File: src/rtl/uart_rx_deframer.sv
// UART receive deframer: synchronizes rx, samples each bit at mid-bit using divisor k,
// and publishes the character plus sticky RXRDY/FERR/PERR/OVF status.
module uart_rx_deframer #(
  parameter int KW          = 19,
  parameter int SYNC_STAGES = 2
) (
  input  logic          clk,
  input  logic          reset,
  input  logic          rx,
  input  logic          eight,
  input  logic          pen,
  input  logic          even,
  input  logic          clr,
  input  logic [KW-1:0] k,
  output logic [7:0]    data,
  output logic          rxrdy,
  output logic          ferr,
  output logic          perr,
  output logic          ovf
);

  typedef enum logic [2:0] {IDLE, START, DATA, PARITY, STOP} state_t;

  state_t              state, state_n;
  logic [SYNC_STAGES-1:0] sync_q;
  logic                rxs, rxs_q;
  logic [KW-1:0]       cnt, k_f;
  logic                eight_f, pen_f, even_f;
  logic [2:0]          idx;
  logic [7:0]          shreg;
  logic                par_acc, par_bad;
  logic                expire, start_frame, load_full, sample_data, sample_par, complete;

  assign rxs    = sync_q[SYNC_STAGES-1];
  assign expire = (cnt == KW'(1));

  // Synchronizer and previous-sample register preset high so reset never looks like a start edge
  always_ff @(posedge clk or posedge reset) begin
    if (reset) begin
      sync_q <= '1;
      rxs_q  <= 1'b1;
    end else begin
      sync_q <= {sync_q[SYNC_STAGES-2:0], rx};
      rxs_q  <= rxs;
    end
  end

  always_ff @(posedge clk or posedge reset) begin
    if (reset) state <= IDLE;
    else       state <= state_n;
  end

  // A start needs a falling edge, so a held break does not retrigger frames
  always_comb begin
    state_n     = state;
    start_frame = 1'b0;
    load_full   = 1'b0;
    sample_data = 1'b0;
    sample_par  = 1'b0;
    complete    = 1'b0;
    case (state)
      IDLE: begin
        if (!rxs && rxs_q) begin
          start_frame = 1'b1;
          state_n     = START;
        end
      end
      START: begin
        if (expire) begin
          if (rxs) begin
            state_n = IDLE;
          end else begin
            load_full = 1'b1;
            state_n   = DATA;
          end
        end
      end
      DATA: begin
        if (expire) begin
          sample_data = 1'b1;
          load_full   = 1'b1;
          if (idx == (eight_f ? 3'd7 : 3'd6))
            state_n = pen_f ? PARITY : STOP;
        end
      end
      PARITY: begin
        if (expire) begin
          sample_par = 1'b1;
          load_full  = 1'b1;
          state_n    = STOP;
        end
      end
      STOP: begin
        if (expire) begin
          complete = 1'b1;
          state_n  = IDLE;
        end
      end
      default: state_n = IDLE;
    endcase
  end

  always_ff @(posedge clk or posedge reset) begin
    if (reset) begin
      cnt     <= '0;
      k_f     <= '0;
      eight_f <= 1'b0;
      pen_f   <= 1'b0;
      even_f  <= 1'b0;
      idx     <= 3'd0;
      shreg   <= 8'h00;
      par_acc <= 1'b0;
      par_bad <= 1'b0;
    end else begin
      if (start_frame) begin
        cnt     <= k >> 1;
        k_f     <= k;
        eight_f <= eight;
        pen_f   <= pen;
        even_f  <= even;
        par_acc <= 1'b0;
        par_bad <= 1'b0;
      end else if (load_full) begin
        cnt <= k_f;
      end else if (state != IDLE) begin
        cnt <= cnt - KW'(1);
      end
      if (state == START) idx <= 3'd0;
      else if (sample_data) idx <= idx + 3'd1;
      if (sample_data) begin
        shreg   <= {rxs, shreg[7:1]};
        par_acc <= par_acc ^ rxs;
      end
      if (sample_par)
        par_bad <= (rxs != (even_f ? par_acc : ~par_acc));
    end
  end

  // Completion beats a simultaneous clr; in that case the old rxrdy does not count as overrun
  always_ff @(posedge clk or posedge reset) begin
    if (reset) begin
      data  <= 8'h00;
      rxrdy <= 1'b0;
      ferr  <= 1'b0;
      perr  <= 1'b0;
      ovf   <= 1'b0;
    end else if (complete) begin
      data  <= eight_f ? shreg : {1'b0, shreg[7:1]};
      rxrdy <= 1'b1;
      ferr  <= ~rxs;
      perr  <= pen_f & par_bad;
      ovf   <= clr ? 1'b0 : (ovf | rxrdy);
    end else if (clr) begin
      rxrdy <= 1'b0;
      ferr  <= 1'b0;
      perr  <= 1'b0;
      ovf   <= 1'b0;
    end
  end

endmodule

File: config.mk
export PLATFORM = sky130hd
export DESIGN_NAME = uart_rx_deframer
export DESIGN_NICKNAME = d
export VERILOG_FILES = /design/src/rtl/uart_rx_deframer.sv
export SDC_FILE = /design/constraint.sdc
export NUM_CORES = 1
export LEC_CHECK = 0
export CAP_MARGIN = 25
export CORE_MARGIN = 2
export CORE_UTILIZATION = 30
export DETAILED_ROUTE_END_ITERATION = 10
export GPL_TIMING_DRIVEN = 0
export PLACE_DENSITY = 0.47
export SLEW_MARGIN = 10
export SYNTH_ARGS = -nofsm -noshare
export SYNTH_HDL_FRONTEND = slang
export SYNTH_SLANG_ARGS = --single-unit
File: constraint.sdc
create_clock -name clk -period 3.8 [get_ports clk]
set_clock_uncertainty 0.1 [all_clocks]
set_input_delay 0.38 -clock clk [delete_from_list [all_inputs] [get_ports clk]]
set_output_delay 0.38 -clock clk [all_outputs]
set_load 0.005 [all_outputs]
==> results of run 1 <==
[per-stage QoR]
step / hold slack [ns] / setup slack (ns) / std cells / instance area (sq um) / utilization [%]
6_report: 0.230 / 1.20 / 578 / 4590 / 38.2
5_1_grt: 0.242 / 0.973 / 578 / 4590 / 38.2
4_1_cts: 0.229 / 1.19 / 578 / 4590 / 38.2
3_5_place_dp: 0.249 / 1.21 / 562 / 4270 / 35.5
3_3_place_gp: 0.247 / 0.0570 / 561 / 4240 / 35.3
2_1_floorplan: 0.245 / 1.50 / 377 / 3680 / -
[layout make-up]
cell class	instances	area, sq um
plain buffers	21	125
clock buffers	10	229
clock inverters	6	92.6
fillers	1233	7420
inverters	9	36.3
multi-input cells	275	1720
flip-flops and latches	72	1810
well taps	147	184
repair buffers	38	398
[synth_stat cells, types with 3 or more instances]
cell                       count
sky130_fd_sc_hd__xor2_1        6
sky130_fd_sc_hd__o211ai_1      8
sky130_fd_sc_hd__o21ai_1      15
sky130_fd_sc_hd__nor3_1        7
sky130_fd_sc_hd__o31ai_1       5
sky130_fd_sc_hd__xnor2_1       8
sky130_fd_sc_hd__o21a_1        3
sky130_fd_sc_hd__ha_1          3
sky130_fd_sc_hd__nand3_1       5
sky130_fd_sc_hd__or3_1         5
sky130_fd_sc_hd__clkbuf_1      8
sky130_fd_sc_hd__nor2_1       18
sky130_fd_sc_hd__o21ai_2      10
sky130_fd_sc_hd__dfstp_2       3
sky130_fd_sc_hd__mux2_1        7
sky130_fd_sc_hd__nor4_1        4
sky130_fd_sc_hd__nand4_1       4
sky130_fd_sc_hd__buf_6         4
sky130_fd_sc_hd__nand2b_1      4
sky130_fd_sc_hd__a22oi_1       9
sky130_fd_sc_hd__dfrtp_1      69
sky130_fd_sc_hd__o21ai_0       5
sky130_fd_sc_hd__inv_1         9
sky130_fd_sc_hd__o311ai_1      3
sky130_fd_sc_hd__buf_2         7
sky130_fd_sc_hd__a21oi_1       3
sky130_fd_sc_hd__nand2_1      89
sky130_fd_sc_hd__mux2i_1      10
sky130_fd_sc_hd__nor4_2        3
[kinds of logic (layout without fill, tap and decap cells)]
logic type,after synthesis,after routing
buffers and inverters,30,84
adders and majority gates,3,3
xor gates and xnor gates,14,14
and+or+nand+nor,159,159
AOI/OAI and AO/OA,82,82
DFF,72,72
muxes,17,17
[flip-flops by register name (all words and copies together), names as in the netlist, 2 cells and up]
name and flops:
state 3, shreg 8, idx 3, sync_q 2
k_f 19, cnt 19, data 8
[final timing paths]
kind / start / endpoint / depth (start not counted)
max: state[1]$_DFFE_PP0P_ / k_f[18]$_DFFE_PP0P_ / 8
min: reset / k_f[2]$_DFFE_PP0P_ / 2
max reg2reg: state[1]$_DFFE_PP0P_ / k_f[18]$_DFFE_PP0P_ / 8
min reg2reg: sync_q[0]$_DFF_PP1_ / sync_q[1]$_DFF_PP1_ / 0
max in group asynchronous: reset / rxs_q$_DFF_PP1_ / 3
min in group clk: sync_q[0]$_DFF_PP1_ / sync_q[1]$_DFF_PP1_ / 0
[per-layer routing]
layer  wire [um]  vias up
met1        4410     1413
met2        4230       57
met5           0        -
met4         154        0
met3         371       12
li1            -     1437
[where the power goes]
part	leakage, nW	internal [W]	switching (W)
combinational	0.925	0.000350	0.000446
clock	0.149	0.000578	0.000342
sequential	0.904	0.000995	0.000204
[worst register-to-register path, delay by kind of cell (launching register included)]
family / cells / cell delay (ns)
buf+inv: 4 / 1.16
flops: 1 / 0.38
simple gates: 4 / 0.91
==> results.toml, run 1 <==
[global_routing]
globalRoute.totalOverflow = 0
grt_max_degree = 57
groute.layer.met3.usage_pct = 4.64
number_of_antenna_violations_at_the_first_check_in_global_routing = 0
gr_met1_demand_resource_pct = 20.4
global_route.usage.total_pct = 15.4
first_global_vias = 2936
grt.met2_usage_pct = 24.1
top_usage_layer = "met2"
grt_first_pass_wirelength_mm = 15.6

[routing]
drt-total-wl_mm = 9.17
route.vias.total = 2919
ant_nets = 0
post-route-drc-count = 0
wl_per_cell_um = 15.9
dr.first_iter.drc_count = 204
first_pass_iters = 4
vias_per_cell = 5.05

[logic_synthesis]
ys_async_sr_fraction_pct = 100
ys_types = 61
synthesis.instances = 377
main_synth_ff_type = "sky130_fd_sc_hd__dfrtp_1"
synth-adder-area-share_pct = 1.02
synth_edf_count = 0
netlist_top_cells_area = "sky130_fd_sc_hd__dfrtp_1 (47%), sky130_fd_sc_hd__nand2_1 (9.1%), sky130_fd_sc_hd__mux2i_1 (2.7%)"
number_of_synthesized_register_bits = 72
post_synth_xor_area_fraction_pct = 3.33
synth_compound_area_share_pct = 16.2
synth_mux_area_share_pct = 4.86
mappedNetlistArea_sq_um = 3680
synth_net_count = 406
yosys.area_share.simple_pct = 21.3
synth-seq-area-share_pct = 49.0
synth.largest_area_cell = "sky130_fd_sc_hd__dfrtp_1"
main_combinational_cell_family_by_area_after_synthesis = "simple AND/OR/NAND/NOR gates"
syn_area_per_cell_sq_um = 9.77
synth.yosys.warnings = 0
yosys.area.top_type_share_pct = 46.9

[finish]
finalNetCount = 455
insertedDiodeCount = 0
layout_common_cells = "sky130_fd_sc_hd__nand2_1 (89), sky130_fd_sc_hd__dfrtp_1 (69), sky130_fd_sc_hd__clkdlybuf4s50_1 (37)"
most_common_cell_after_layout_fill_and_taps_aside = "sky130_fd_sc_hd__nand2_1"
syn_to_final_growth_pct = 24.6
layout-drive-gt1-share_pct = 13.5

[die]
core_region_area_sq_um = 12000
fp.dieW_um = 115
die_height_um = 115
floorplan.die_area_sq_um = 13200
floorplan.rows = 40
io_pins = 38
start_util_pct = 30.7

[critical_path]
timing.critical_path.arrival_ns = 2.78
crit_chain = "clkbuf_1 > nor3_2 > and2_1 > clkbuf_1 > buf_2 > buf_4 > nand2_1 > nand2_1"
criticalPathCategory = "reg2reg"
crit_path_max_incr_delay_ns = 0.58
cp_top_family = "buffers and inverters"
timing.critical_path.buf_inv = 4
critPathMaxFanout = 10
critPathLaunchType = "flip-flop"
required_ns = 3.97
timing.critical_path.to_type = "flip-flop"
crit_path_top_delay_cell = "sky130_fd_sc_hd__nor3_2"
r2r_setup_slk_ns = 1.20

[timing]
timing_max_transition_violations_final = 0
hold_viol = 0
timing.final.setup_violations = 0
timing.final.crit_period_ns = 2.60
fin_setup_tns_ns = 0
timing.max_slew.rel_slack_pct = 48.1
rsz0062_at_grt = "no"
final.period_utilization_pct = 68.5
worst-slew-pin-transition_ns = 0.776
clock.fmax_mhz = 384

[clock_tree]
cts_sinks = 72
worst_setup_hold_path_clk_slew_ns = 0.06
cts_made_buffers = 9
clk_latency_ns = 0.34
ctsRootBufferMaster = "sky130_fd_sc_hd__clkbuf_16"
cts_post_setup_buffers_inserted = 0
worst_case_clock_buffer_depth = 2
cts_resized = 0
post_cts_hold_buffer_count = 0
tritoncts_clock_tree = "built"
cts-htree-levels = 3

[placed_design]
gp_congestion = 0.833
place.port_buffers = 37
dpl.hpwl_mm = 6.46

[pwr]
vdd_ir_drop_max_mv = 0.346
power.leakage_nw = 1.98
cellPowerDensity_nw_per_um2 = 635
report.power.total_w = 0.00292

[min_path]
min-delay-path-class = "in2async"

[status]
status = "finished, final reports clean"

[flow_run]
count_of_maximum_capacitance_violations = 0
(Power assumes the default switching activity.)
==> run 2, diff against run 1 <==
- clock period: 3.8 -> 2.5 ns (I/O delays scaled with it)
==> run 2 against run 1 <==
- via count fell by 0.10%
- first-iteration DRC count fell by 25%
- critical path depth rose by 1
- clock power rose by 52%
- power rose by 54%
- fmax rose by 8.1%
- sequential power rose by 53%
- register-to-register slack got worse by 1.1 ns
- largest power group unchanged
==> results.toml, run 2 (synthesized netlist as in run 1, its figures left out) <==
[pwr]
power.internal_w = 0.00294
report.power.total_w = 0.00449
netSwitchingFraction_pct = 34.4
vdd_ir_drop_max_mv = 0.521
cellPowerDensity_nw_per_um2 = 968
power.leakage_nw = 1.99
combPwrFrac_pct = 27.8
power.share.clock_pct = 31.1
seqPwrFrac_pct = 41.0
power_switching_w = 0.00154

[timing]
hold_viol = 0
timing.final.crit_period_ns = 2.41
clock.fmax_mhz = 415
timing.final.setup_violations = 0
timing_max_transition_violations_final = 0
final.period_utilization_pct = 96.3
timing.max_slew.rel_slack_pct = 63.6
worst-slew-pin-transition_ns = 0.544

[finish]
layout-drive-gt1-share_pct = 14.1
fillers = 1225
multiInputGateArea_sq_um = 1750
finalNetCount = 456
most_common_cell_after_layout_fill_and_taps_aside = "sky130_fd_sc_hd__nand2_1"
syn_to_final_growth_pct = 25.7
top_regs = "cnt x19, k_f x19"
regArea_sq_um = 1810
final_core_utilization_pct = 38.6
layout_common_cells = "sky130_fd_sc_hd__nand2_1 (89), sky130_fd_sc_hd__dfrtp_1 (69), sky130_fd_sc_hd__clkdlybuf4s50_1 (37)"
insertedDiodeCount = 0

[clock_tree]
clk_latency_ns = 0.34
cts_sinks = 72
cts_made_buffers = 9
cts-htree-levels = 3
tritoncts_clock_tree = "built"
post_cts_hold_buffer_count = 0
worst_case_clock_buffer_depth = 2
ctsRootBufferMaster = "sky130_fd_sc_hd__clkbuf_16"
worst_setup_hold_path_clk_slew_ns = 0.06

[die]
core_region_area_sq_um = 12000
die_height_um = 115
fp.dieW_um = 115
floorplan.die_area_sq_um = 13200
io_pins = 38
start_util_pct = 30.7
floorplan.rows = 40

[routing]
drt-total-wl_mm = 9.23
post-route-drc-count = 0
route.vias.total = 2916
first_pass_iters = 4
dr.first_iter.drc_count = 152
ant_nets = 0
vias_per_cell = 5.04
wl_per_cell_um = 15.9

[critical_path]
timing.critical_path.buf_inv = 3
critPathMaxFanout = 10
timing.critical_path.to_type = "flip-flop"
crit_path_top_delay_cell = "sky130_fd_sc_hd__or3b_1"
required_ns = 2.61
timing.critical_path.arrival_ns = 2.51
cp_num_cells = 9
crit_chain = "inv_1 > ha_1 > or3b_1 > a211oi_4 > nand2b_1 > buf_2 > buf_6 > nand2_2 > o22ai_1"
critPathLaunchType = "flip-flop"
crit_path_max_incr_delay_ns = 0.47
worst-r2r-cell-count = 9
cp_top_family = "simple AND/OR/NAND/NOR gates"
criticalPathCategory = "reg2reg"

[placed_design]
gp_congestion = 0.833
place.port_buffers = 37
dpl.hpwl_mm = 6.46

[min_path]
min-delay-path-class = "in2async"

[flow_run]
count_of_maximum_capacitance_violations = 0

[global_routing]
global_route.usage.total_pct = 15.4
grt_max_degree = 57
grt_first_pass_wirelength_mm = 15.6
globalRoute.totalOverflow = 0
number_of_antenna_violations_at_the_first_check_in_global_routing = 0
first_global_vias = 2933

[status]
status = "finished, final reports clean"
[run 2: changes by cell type in the layout (fill, tap and decap cells not counted), sizes merged]
cell	delta
buf	+1
[run 2: cell type report]
class / instances / share of cell area, %
tap: 147 / 3.97
inverter: 9 / 0.783
multi-input combinational: 275 / 37.8
clock inverter: 6 / 2.00
sequential: 72 / 39.0
clock buffer: 10 / 4.94
buffer: 21 / 2.73
timing repair buffer: 39 / 8.75
[run 2: through the flow]
stage / setup TNS [ns] / std cells / setup slack (ns) / area, sq um / hold WS (ns)
after floorplan: 0 / 377 / 0.330 / 3680 / 0.154
after global placement: -78.44 / 561 / -1.11 / 4240 / 0.247
after detailed placement: -0.793 / 562 / -0.0914 / 4270 / 0.249
after CTS: 0 / 578 / 0.0405 / 4600 / 0.0987
after global routing: -0.00518 / 579 / -0.00518 / 4630 / 0.112
final: 0 / 579 / 0.0929 / 4630 / 0.101
[run 2: power by group through the flow]
stage / combinational, W / sequential, W / clock (W)
5_1_grt: 0.00143 / 0.00191 / 0.00149
3_5_place_dp: 0.00121 / 0.00184 / 0
4_1_cts: 0.00123 / 0.00183 / 0.00144
6_report: 0.00125 / 0.00184 / 0.00140
3_3_place_gp: 0.00119 / 0.00184 / 0
2_1_floorplan: 0.000946 / 0.00176 / 0
[run 2: path summary, 6_finish.rpt]
kind / startpoint / endpoint / slack, ns
worst max register to register: cnt[1]$_DFFE_PP0P_ / cnt[8]$_DFFE_PP0P_ / 0.09
worst max-delay path: cnt[1]$_DFFE_PP0P_ / cnt[8]$_DFFE_PP0P_ / 0.09
worst min register to register: sync_q[0]$_DFF_PP1_ / sync_q[1]$_DFF_PP1_ / 0.26
worst min-delay path: reset / k_f[2]$_DFFE_PP0P_ / 0.10
max in group asynchronous: reset / rxs_q$_DFF_PP1_ / 1.59
min in group clk: rx / sync_q[0]$_DFF_PP1_ / 0.21
[run 2: per-layer routing]
layer / global-route usage (%) / vias up / share of wire [%]
met2: 24.0 / 57 / 47
li1: - / 1437 / -
met1: 20.4 / 1413 / 48
met4: 5.38 / 0 / 1.6
met3: 4.64 / 9 / 4.1
met5: 0 / - / 0
[run 2: timing repair]
| action | in CTS | in global routing |
|---|---|---|
| resized for setup | 1 | 6 |
| setup endpoints to repair | 13 | 32 |
| setup buffers | 0 | 1 |
| gates cloned | 0 | 0 |
| pin swaps | 0 | 3 |
